`src/rtl/pwm_capture_16bits.sv`:
```
// PWM input capture: measures the period and the active time of one external
// PWM signal in pwm_clk cycles. Results are published with a one-cycle
// cap_valid pulse and an optional interrupt pulse in the same cycle.
module pwm_capture_16bits #(
    parameter int CNT_WIDTH   = 16,
    parameter int SYNC_STAGES = 2,
    parameter int FILT_WIDTH  = 4
) (
    input  logic                  pwm_clk,
    input  logic                  reset,
    input  logic                  cap_onoff,
    input  logic                  int_onoff,
    input  logic                  polarity,
    input  logic [FILT_WIDTH-1:0] filt_len,
    input  logic                  pwm_in,
    output logic [CNT_WIDTH-1:0]  period_o,
    output logic [CNT_WIDTH-1:0]  hightime_o,
    output logic                  cap_valid,
    output logic                  cap_ovf,
    output logic                  interrupt
);

    typedef enum logic [1:0] {
        IDLE = 2'd0,
        ARM  = 2'd1,
        MEAS = 2'd2
    } state_t;

    localparam logic [CNT_WIDTH-1:0] CNT_MAX = '1;
    localparam logic [CNT_WIDTH-1:0] CNT_ONE = CNT_WIDTH'(1);

    logic [SYNC_STAGES-1:0] sync_q, sync_d;
    logic                   s_in;
    logic                   filt_q, filt_d;
    logic                   filt_dly_q, filt_dly_d;
    logic [FILT_WIDTH-1:0]  mcnt_q, mcnt_d;
    logic                   rise, fall;
    state_t                 state_q, state_d;
    logic [CNT_WIDTH-1:0]   cnt_q, cnt_d;
    logic [CNT_WIDTH-1:0]   hi_lat_q, hi_lat_d;
    logic [CNT_WIDTH-1:0]   period_q, period_d;
    logic [CNT_WIDTH-1:0]   high_q, high_d;
    logic                   cap_valid_q, cap_valid_d;
    logic                   cap_ovf_q, cap_ovf_d;
    logic                   irq_q, irq_d;

    // Synchronizer shift and polarity-adjusted level seen by the filter.
    always_comb begin
        sync_d = {sync_q[SYNC_STAGES-2:0], pwm_in};
        s_in   = sync_q[SYNC_STAGES-1] ^ polarity;
    end

    // Glitch filter: follow s_in only after filt_len+1 consecutive mismatches.
    always_comb begin
        // NOTE: every signal gets a default before any branch so no latch is inferred.
        filt_d     = filt_q;
        mcnt_d     = '0;
        filt_dly_d = filt_q;
        if (s_in != filt_q) begin
            // >= keeps a shortened filt_len from leaving the counter stranded above it.
            if (mcnt_q >= filt_len) filt_d = s_in;
            else                    mcnt_d = mcnt_q + FILT_WIDTH'(1);
        end
    end

    assign rise = filt_q & ~filt_dly_q;
    assign fall = ~filt_q & filt_dly_q;

    // Capture FSM: arm on the first rise, publish on every following rise.
    always_comb begin
        state_d     = state_q;
        cnt_d       = cnt_q;
        hi_lat_d    = hi_lat_q;
        period_d    = period_q;
        high_d      = high_q;
        cap_valid_d = 1'b0;
        cap_ovf_d   = cap_ovf_q;
        if (!cap_onoff) begin
            state_d = IDLE;
            cnt_d   = '0;
        end else begin
            unique case (state_q)
                IDLE: begin
                    state_d = ARM;
                    cnt_d   = '0;
                end
                ARM: begin
                    if (rise) begin
                        cnt_d   = CNT_ONE;
                        state_d = MEAS;
                    end
                end
                MEAS: begin
                    if (fall) hi_lat_d = cnt_q;
                    if (rise) begin
                        // A rise coinciding with cnt == max still captures.
                        period_d    = cnt_q;
                        high_d      = hi_lat_q;
                        cap_valid_d = 1'b1;
                        cap_ovf_d   = 1'b0;
                        cnt_d       = CNT_ONE;
                    end else if (cnt_q == CNT_MAX) begin
                        cap_ovf_d = 1'b1;
                        cnt_d     = '0;
                        state_d   = ARM;
                    end else begin
                        cnt_d = cnt_q + CNT_ONE;
                    end
                end
                default: begin
                    state_d = IDLE;
                    cnt_d   = '0;
                end
            endcase
        end
        irq_d = cap_valid_d & int_onoff;
    end

    // State register with synchronous reset.
    always_ff @(posedge pwm_clk) begin
        // NOTE: sequential state uses non-blocking assignments so all flops update together.
        if (reset) begin
            sync_q      <= '0;
            filt_q      <= 1'b0;
            filt_dly_q  <= 1'b0;
            mcnt_q      <= '0;
            state_q     <= IDLE;
            cnt_q       <= '0;
            hi_lat_q    <= '0;
            period_q    <= '0;
            high_q      <= '0;
            cap_valid_q <= 1'b0;
            cap_ovf_q   <= 1'b0;
            irq_q       <= 1'b0;
        end else begin
            sync_q      <= sync_d;
            filt_q      <= filt_d;
            filt_dly_q  <= filt_dly_d;
            mcnt_q      <= mcnt_d;
            state_q     <= state_d;
            cnt_q       <= cnt_d;
            hi_lat_q    <= hi_lat_d;
            period_q    <= period_d;
            high_q      <= high_d;
            cap_valid_q <= cap_valid_d;
            cap_ovf_q   <= cap_ovf_d;
            irq_q       <= irq_d;
        end
    end

    assign period_o   = period_q;
    assign hightime_o = high_q;
    assign cap_valid  = cap_valid_q;
    assign cap_ovf    = cap_ovf_q;
    assign interrupt  = irq_q;

endmodule

```
`config.mk`:
```
export PLATFORM = sky130hd
export DESIGN_NAME = pwm_capture_16bits
export DESIGN_NICKNAME = d
export VERILOG_FILES = /design/src/rtl/pwm_capture_16bits.sv
export SDC_FILE = /design/constraint.sdc
export NUM_CORES = 1
export LEC_CHECK = 0
export ABC_AREA = 1
export CAP_MARGIN = 20
export CORE_MARGIN = 2
export CORE_UTILIZATION = 45
export CTS_CLUSTER_SIZE = 16
export DETAILED_ROUTE_END_ITERATION = 10
export GPL_ROUTABILITY_DRIVEN = 1
export GPL_TIMING_DRIVEN = 0
export PLACE_DENSITY = 0.67
export SLEW_MARGIN = 30
export SYNTH_ARGS = -nofsm -noshare
export SYNTH_HDL_FRONTEND = slang
export SYNTH_SLANG_ARGS = --single-unit
export TNS_END_PERCENT = 10
```
`constraint.sdc`:
```
create_clock -name pwm_clk -period 4.05 [get_ports pwm_clk]
set_input_delay 0.405 -clock pwm_clk [delete_from_list [all_inputs] [get_ports pwm_clk]]
set_output_delay 0.405 -clock pwm_clk [all_outputs]
set_load 0.02 [all_outputs]
```
# Yosys cells after proc, flatten, opt, wreduce, memory -nomap -nowiden
# Cells that the tools add are included.
dict set report totals {
  reg_bits 77
  latch_bits 0
  mem_bits_rw 0
  romBits 0
  in_bits 10
  out_inout_bits 35
  wordCells 52
  n_memories 0
}
dict set report op_classes {
  add_sub_neg 2
  n_mul 0
  div 0
  n_lt_le_gt_ge 1
  eq_ne 7
  shifts 0
  n_mux 13
  bitwise_logic 8
  reduce_logical 9
}
# op n
set ops {}
lappend ops {{$mux W16} 3}
lappend ops {{$pmux W16 S2} 1}
lappend ops {{$add A16 B1 Y16 const B} 1}
lappend ops {{$eq A16 B16 Y1 const B} 1}
lappend ops {{$reduce_and A3 Y1} 4}
lappend ops {{$mux W2} 3}
lappend ops {{$ne A2 B2 Y1 const B} 3}
lappend ops {{$pmux W2 S3} 1}
lappend ops {{$mux W1} 5}
lappend ops {{$add A4 B1 Y4 const B} 1}
lappend ops {{$ge A4 B4 Y1} 1}
lappend ops {{$not A1 Y1} 4}
lappend ops {{$and A1 B1 Y1} 3}
lappend ops {{$reduce_or A3 Y1} 1}
lappend ops {{$eq A2 B1 Y1 const B} 1}
lappend ops {{$eq A2 B2 Y1 const B} 1}
lappend ops {{$logic_not A2 Y1} 1}
lappend ops {{$reduce_and A2 Y1} 1}
lappend ops {{$reduce_bool A2 Y1} 1}
lappend ops {{$reduce_or A2 Y1} 1}
lappend ops {{$ne A1 B1 Y1} 1}
lappend ops {{$xor A1 B1 Y1} 1}

# Longest topological paths before layout
dict set report logic_depth {
  ltp_word 6
  mapped_depth 11
  depth_no_buf 11
}

# Least setup slack after synthesis
# No wires, ideal clock.
dict set report synth_timing {
  path_kind {reg2reg}
  from {register cnt_q[1]}
  to {register cnt_q[12]}
  setup_ns 0.115
  arrival_ns 1.312
  required_ns 3.935
  setup_slack_ns 2.623
  path_stages_with_launch 10
  synth_period_minus_slack_ns 1.427
  cell_sequence {dfxtp_1 -> ha_1 -> nand3_2 -> nor2_2 -> nand2_2 -> nand3_2 -> nand2_2 -> nand2_4 -> buf_12 -> nor2_2}
}
dict set report synth_between {
  elab_chain_len 4
  elab_cells_between_ends 5
}
# element line_no
set synth_lines {}
lappend synth_lines {{start, declared} 39} ;# logic [CNT_WIDTH-1:0] cnt_q, cnt_d;
lappend synth_lines {{start signal, assigned} 141} ;# cnt_q <= cnt_d;
lappend synth_lines {{$add A16 B1 Y16 or $eq A16 B16 Y1 (tied branches)} {107, 102}}
lappend synth_lines {{$mux W16 *} 102} ;# end else if (cnt_q == CNT_MAX) begin
lappend synth_lines {{$mux W16 *} 95} ;# if (rise) begin
lappend synth_lines {{$pmux W16 S2 *} 82} ;# unique case (state_q)
# Every way passes the cells marked *; elsewhere a longest branch is shown, timed or not.
# A chain may end at the register's enable or synchronous reset.

# Final worst setup path
dict set report layout_timing {
  from {register state_q[0]}
  to {register hi_lat_q[14]}
}
dict set report layout_between {
  elab_chain_len 2
}
# element line_no
set layout_lines {}
lappend layout_lines {{start, declared} 38} ;# state_t state_q, state_d;
lappend layout_lines {{start signal, assigned} 140} ;# state_q <= state_d;
lappend layout_lines {{$eq A2 B2 Y1} 82}
lappend layout_lines {{$reduce_and A3 Y1 (no source line)} --}
lappend layout_lines {{end signal, assigned} 142} ;# hi_lat_q <= hi_lat_d;
lappend layout_lines {{end, declared} 40} ;# logic [CNT_WIDTH-1:0] hi_lat_q, hi_lat_d;
# Every way passes these cells.

==> impl_metrics.yaml <==
hold_path:
  classification_of_the_worst_slack_hold_path: "flop to flop"
  hold_start: "sync_q[0]"
cts:
  post_cts_setup_buffers: 0
  cts_buffer_depth: 2
  hold_bufs_at_cts: 0
  maximum_level_of_the_cts_h_tree: 3
  worstSkewPairLatency_ps: 350
  clockRootBuffer: "sky130_fd_sc_hd__clkbuf_8"
  cts_tree: "yes"
  post_cts_gate_resize_count: 0
  cts.sink_count: 77
  cts_buffers: 9
  clkTransAtPathRegs_ps: 80
placed_design:
  detailed_place.area_um2: 3880
  gp_congestion: 0.887
  io_buffers: 44
  dpl.hpwl_um: 5440
floorplan:
  num_io_pins: 45
  die_width_um: 89.8
  fp.coreArea_um2: 7180
  placementRows: 31
  initial_utilization: 0.462
  die_ht_um: 89.8
  die_area_um2: 8070
power_and_ir_drop:
  ir_drop_mv: 0.206
  switching_share_of_power: 0.247
  power_density_nw_per_um2: 345
  net-switching-power_uw: 346
  cellInternalPower_uw: 1050
  static-leakage-power_uw: 0.00174
  p_clk_frac: 0.386
  comb_power_share: 0.063
  p_seq_frac: 0.551
  totalPowerFinal_uw: 1400
critical_path:
  startpoint_type: "flop"
  arrival_ps: 2020
  critPathCaptureType: "flop"
  regToRegSetupSlack_ps: 2310
  worstSetupStartpoint: "state_q[0]"
  crit-reg2reg-launch: "state_q[0]"
  critPathMaxFanout: 10
  criticalPathCategory: "flop to flop"
  timing.critical_path.required_ps: 4320
drt:
  first_pass_iters: 5
  detail_route.iter0.violations: 106
  drt-vias-per-instance: 4.85
  route.vias.total: 2826
  drcViolationCount: 0
  detail-route-antenna-nets: 0
  drt-wirelength-per-cell_um: 12.7
  wirelength_um: 7390
sta:
  achievable-frequency_mhz: 574
  setup_tns_ps: 0
  finClkSkew_ps: 5.65
  worst_pin_slew_ps: 340
  final-max-slew-violation-count: 0
  report.final.setup_viol: 0
  max-slew-margin-rel: 0.772
  final_period_demand_of_the_worst_path_ps: 1740
  final_hold_viol_count: 0
  grt_setup_unrepaired: "false"
  fin_crit_sh: 0.430
synth:
  syn-mean-instance-area_um2: 7.82
  synthesis.area_um2: 3320
  sequential_area_share_after_synthesis: 0.465
  synthesis.instances: 424
  ys_types: 29
  mappedNetlistNets: 444
  yosys_warnings: 0
  synth_seq_cells: 77
cells_and_area:
  fillCellCount: 700
  fin_area_um2: 4070
  layout.cells.most_common_list: "sky130_fd_sc_hd__nor2_1 (97), sky130_fd_sc_hd__dfxtp_1 (77), sky130_fd_sc_hd__o21ai_0 (51)"
  n_antenna_cell: 0
  fin_util: 0.567
  nets: 499
  area.growth.synth_to_final_pct: 22.6
  layout_commonest_cell: "sky130_fd_sc_hd__nor2_1"
  drive_above_1_share: 0.124
global_route:
  total_congestion_overflow_after_global_routing: 0
  grt.total_usage: 0.190
  grt_pass1_vias: 2711
  grt_first_pass_wirelength_um: 12500
  grt_antenna_before_repair: 0
  pin_count_of_the_biggest_net_entering_global_routing: 14
status:
  status: "complete, no violations"
job:
  maxCapViolCount: 0
[area by class of cell]
cell class                      count  area [µm²]  share of cell area
Buffer                             14        88.8              0.0219
Multi-Input combinational cell    292        1530               0.377
Clock inverter                      5        33.8             0.00831
Inverter                           41         154              0.0379
Timing Repair Buffer               44         440               0.108
Clock buffer                       11         151              0.0372
Tap cell                           99         124              0.0305
Sequential cell                    77        1540               0.379
[routing by layer]
layer / share of wire / vias up / global-route usage
met3: 0.046 / 9 / 0.0310
li1: - / 1460 / -
met1: 0.46 / 1288 / 0.240
met2: 0.48 / 69 / 0.323
met5: 0 / - / 0
met4: 0.013 / 0 / 0.0795
[sequential cells by signal, indices dropped and copies added, names as in the netlist, 2 cells and up]
signal and cells:
cnt_q 16, hi_lat_q 16, hightime_o 16, period_o 16, mcnt_q 4, state_q 2
sync_q 2
[through the flow]
stage          cells  worst slack, ps  hold slack, ps
2_1_floorplan    424             2620             388
3_3_place_gp     567             2100             394
3_5_place_dp     567             2070             397
4_1_cts          583             2300             409
5_1_grt          583             2120             434
6_report         583             2310             407
[path summary, 6_finish.rpt]
path | end | depth (start not counted)
setup / recovery | hi_lat_q[14] | 7
hold / removal | sync_q[1] | 2
setup reg to reg | hi_lat_q[14] | 7
hold reg to reg | sync_q[1] | 2
[cells by family after synthesis]
group | share of synthesized area
AO/OA/AOI/OAI | 0.115
XOR/XNOR | 0.0291
adder cells (fa/ha/maj) | 0.0377
buffers and inverters | 0.0732
flip-flops | 0.465
multiplexers | 0.00302
AND/OR/NAND/NOR | 0.277
[cells in the mapped netlist]
cell,n,area [µm²]
sky130_fd_sc_hd__nor2_1,97,364
sky130_fd_sc_hd__dfxtp_1,77,1540
sky130_fd_sc_hd__o21ai_0,51,255
sky130_fd_sc_hd__nand2_1,48,180
sky130_fd_sc_hd__inv_1,34,128
sky130_fd_sc_hd__a21oi_1,22,110
sky130_fd_sc_hd__nor2_2,13,81.3
sky130_fd_sc_hd__ha_1,10,125
sky130_fd_sc_hd__nand3_1,9,45.0
sky130_fd_sc_hd__inv_2,7,26.3
sky130_fd_sc_hd__nand4_1,6,37.5
sky130_fd_sc_hd__xor2_1,6,52.6
sky130_fd_sc_hd__nand2_2,5,31.3
sky130_fd_sc_hd__xnor2_1,5,43.8
sky130_fd_sc_hd__buf_2,4,20.0
sky130_fd_sc_hd__buf_4,4,30.0
sky130_fd_sc_hd__clkbuf_1,4,15.0
sky130_fd_sc_hd__nand3_2,3,30.0
sky130_fd_sc_hd__nand3b_1,3,22.5
sky130_fd_sc_hd__nor2_8,3,60.1
sky130_fd_sc_hd__nor3_1,3,15.0
sky130_fd_sc_hd__nor2_4,2,22.5
sky130_fd_sc_hd__o21ai_1,2,10.0
sky130_fd_sc_hd__buf_1,1,3.75
sky130_fd_sc_hd__buf_12,1,20.0
sky130_fd_sc_hd__mux2i_1,1,10.0
sky130_fd_sc_hd__nand2_4,1,11.3
sky130_fd_sc_hd__nor3_4,1,16.3
sky130_fd_sc_hd__o21bai_1,1,7.51
[power groups by stage]
stage	clock (µW)	combinational, µW	sequential, µW
floorplan	0	61.2	790
global placement	0	86.9	789
detailed placement	0	88.8	790
CTS	553	89.2	772
global route	583	98.7	773
finish	541	88.1	772
[critical path, cell delays in order (launching register included)]
cell and delay (ps):
sky130_fd_sc_hd__dfxtp_1 350, sky130_fd_sc_hd__inv_1 90, sky130_fd_sc_hd__ha_1 270, sky130_fd_sc_hd__nand2_2 170, sky130_fd_sc_hd__nor3_4 260, sky130_fd_sc_hd__buf_2 270
sky130_fd_sc_hd__o21ai_0 100, sky130_fd_sc_hd__a21oi_1 150
Power figures use the tool's default switching activity.
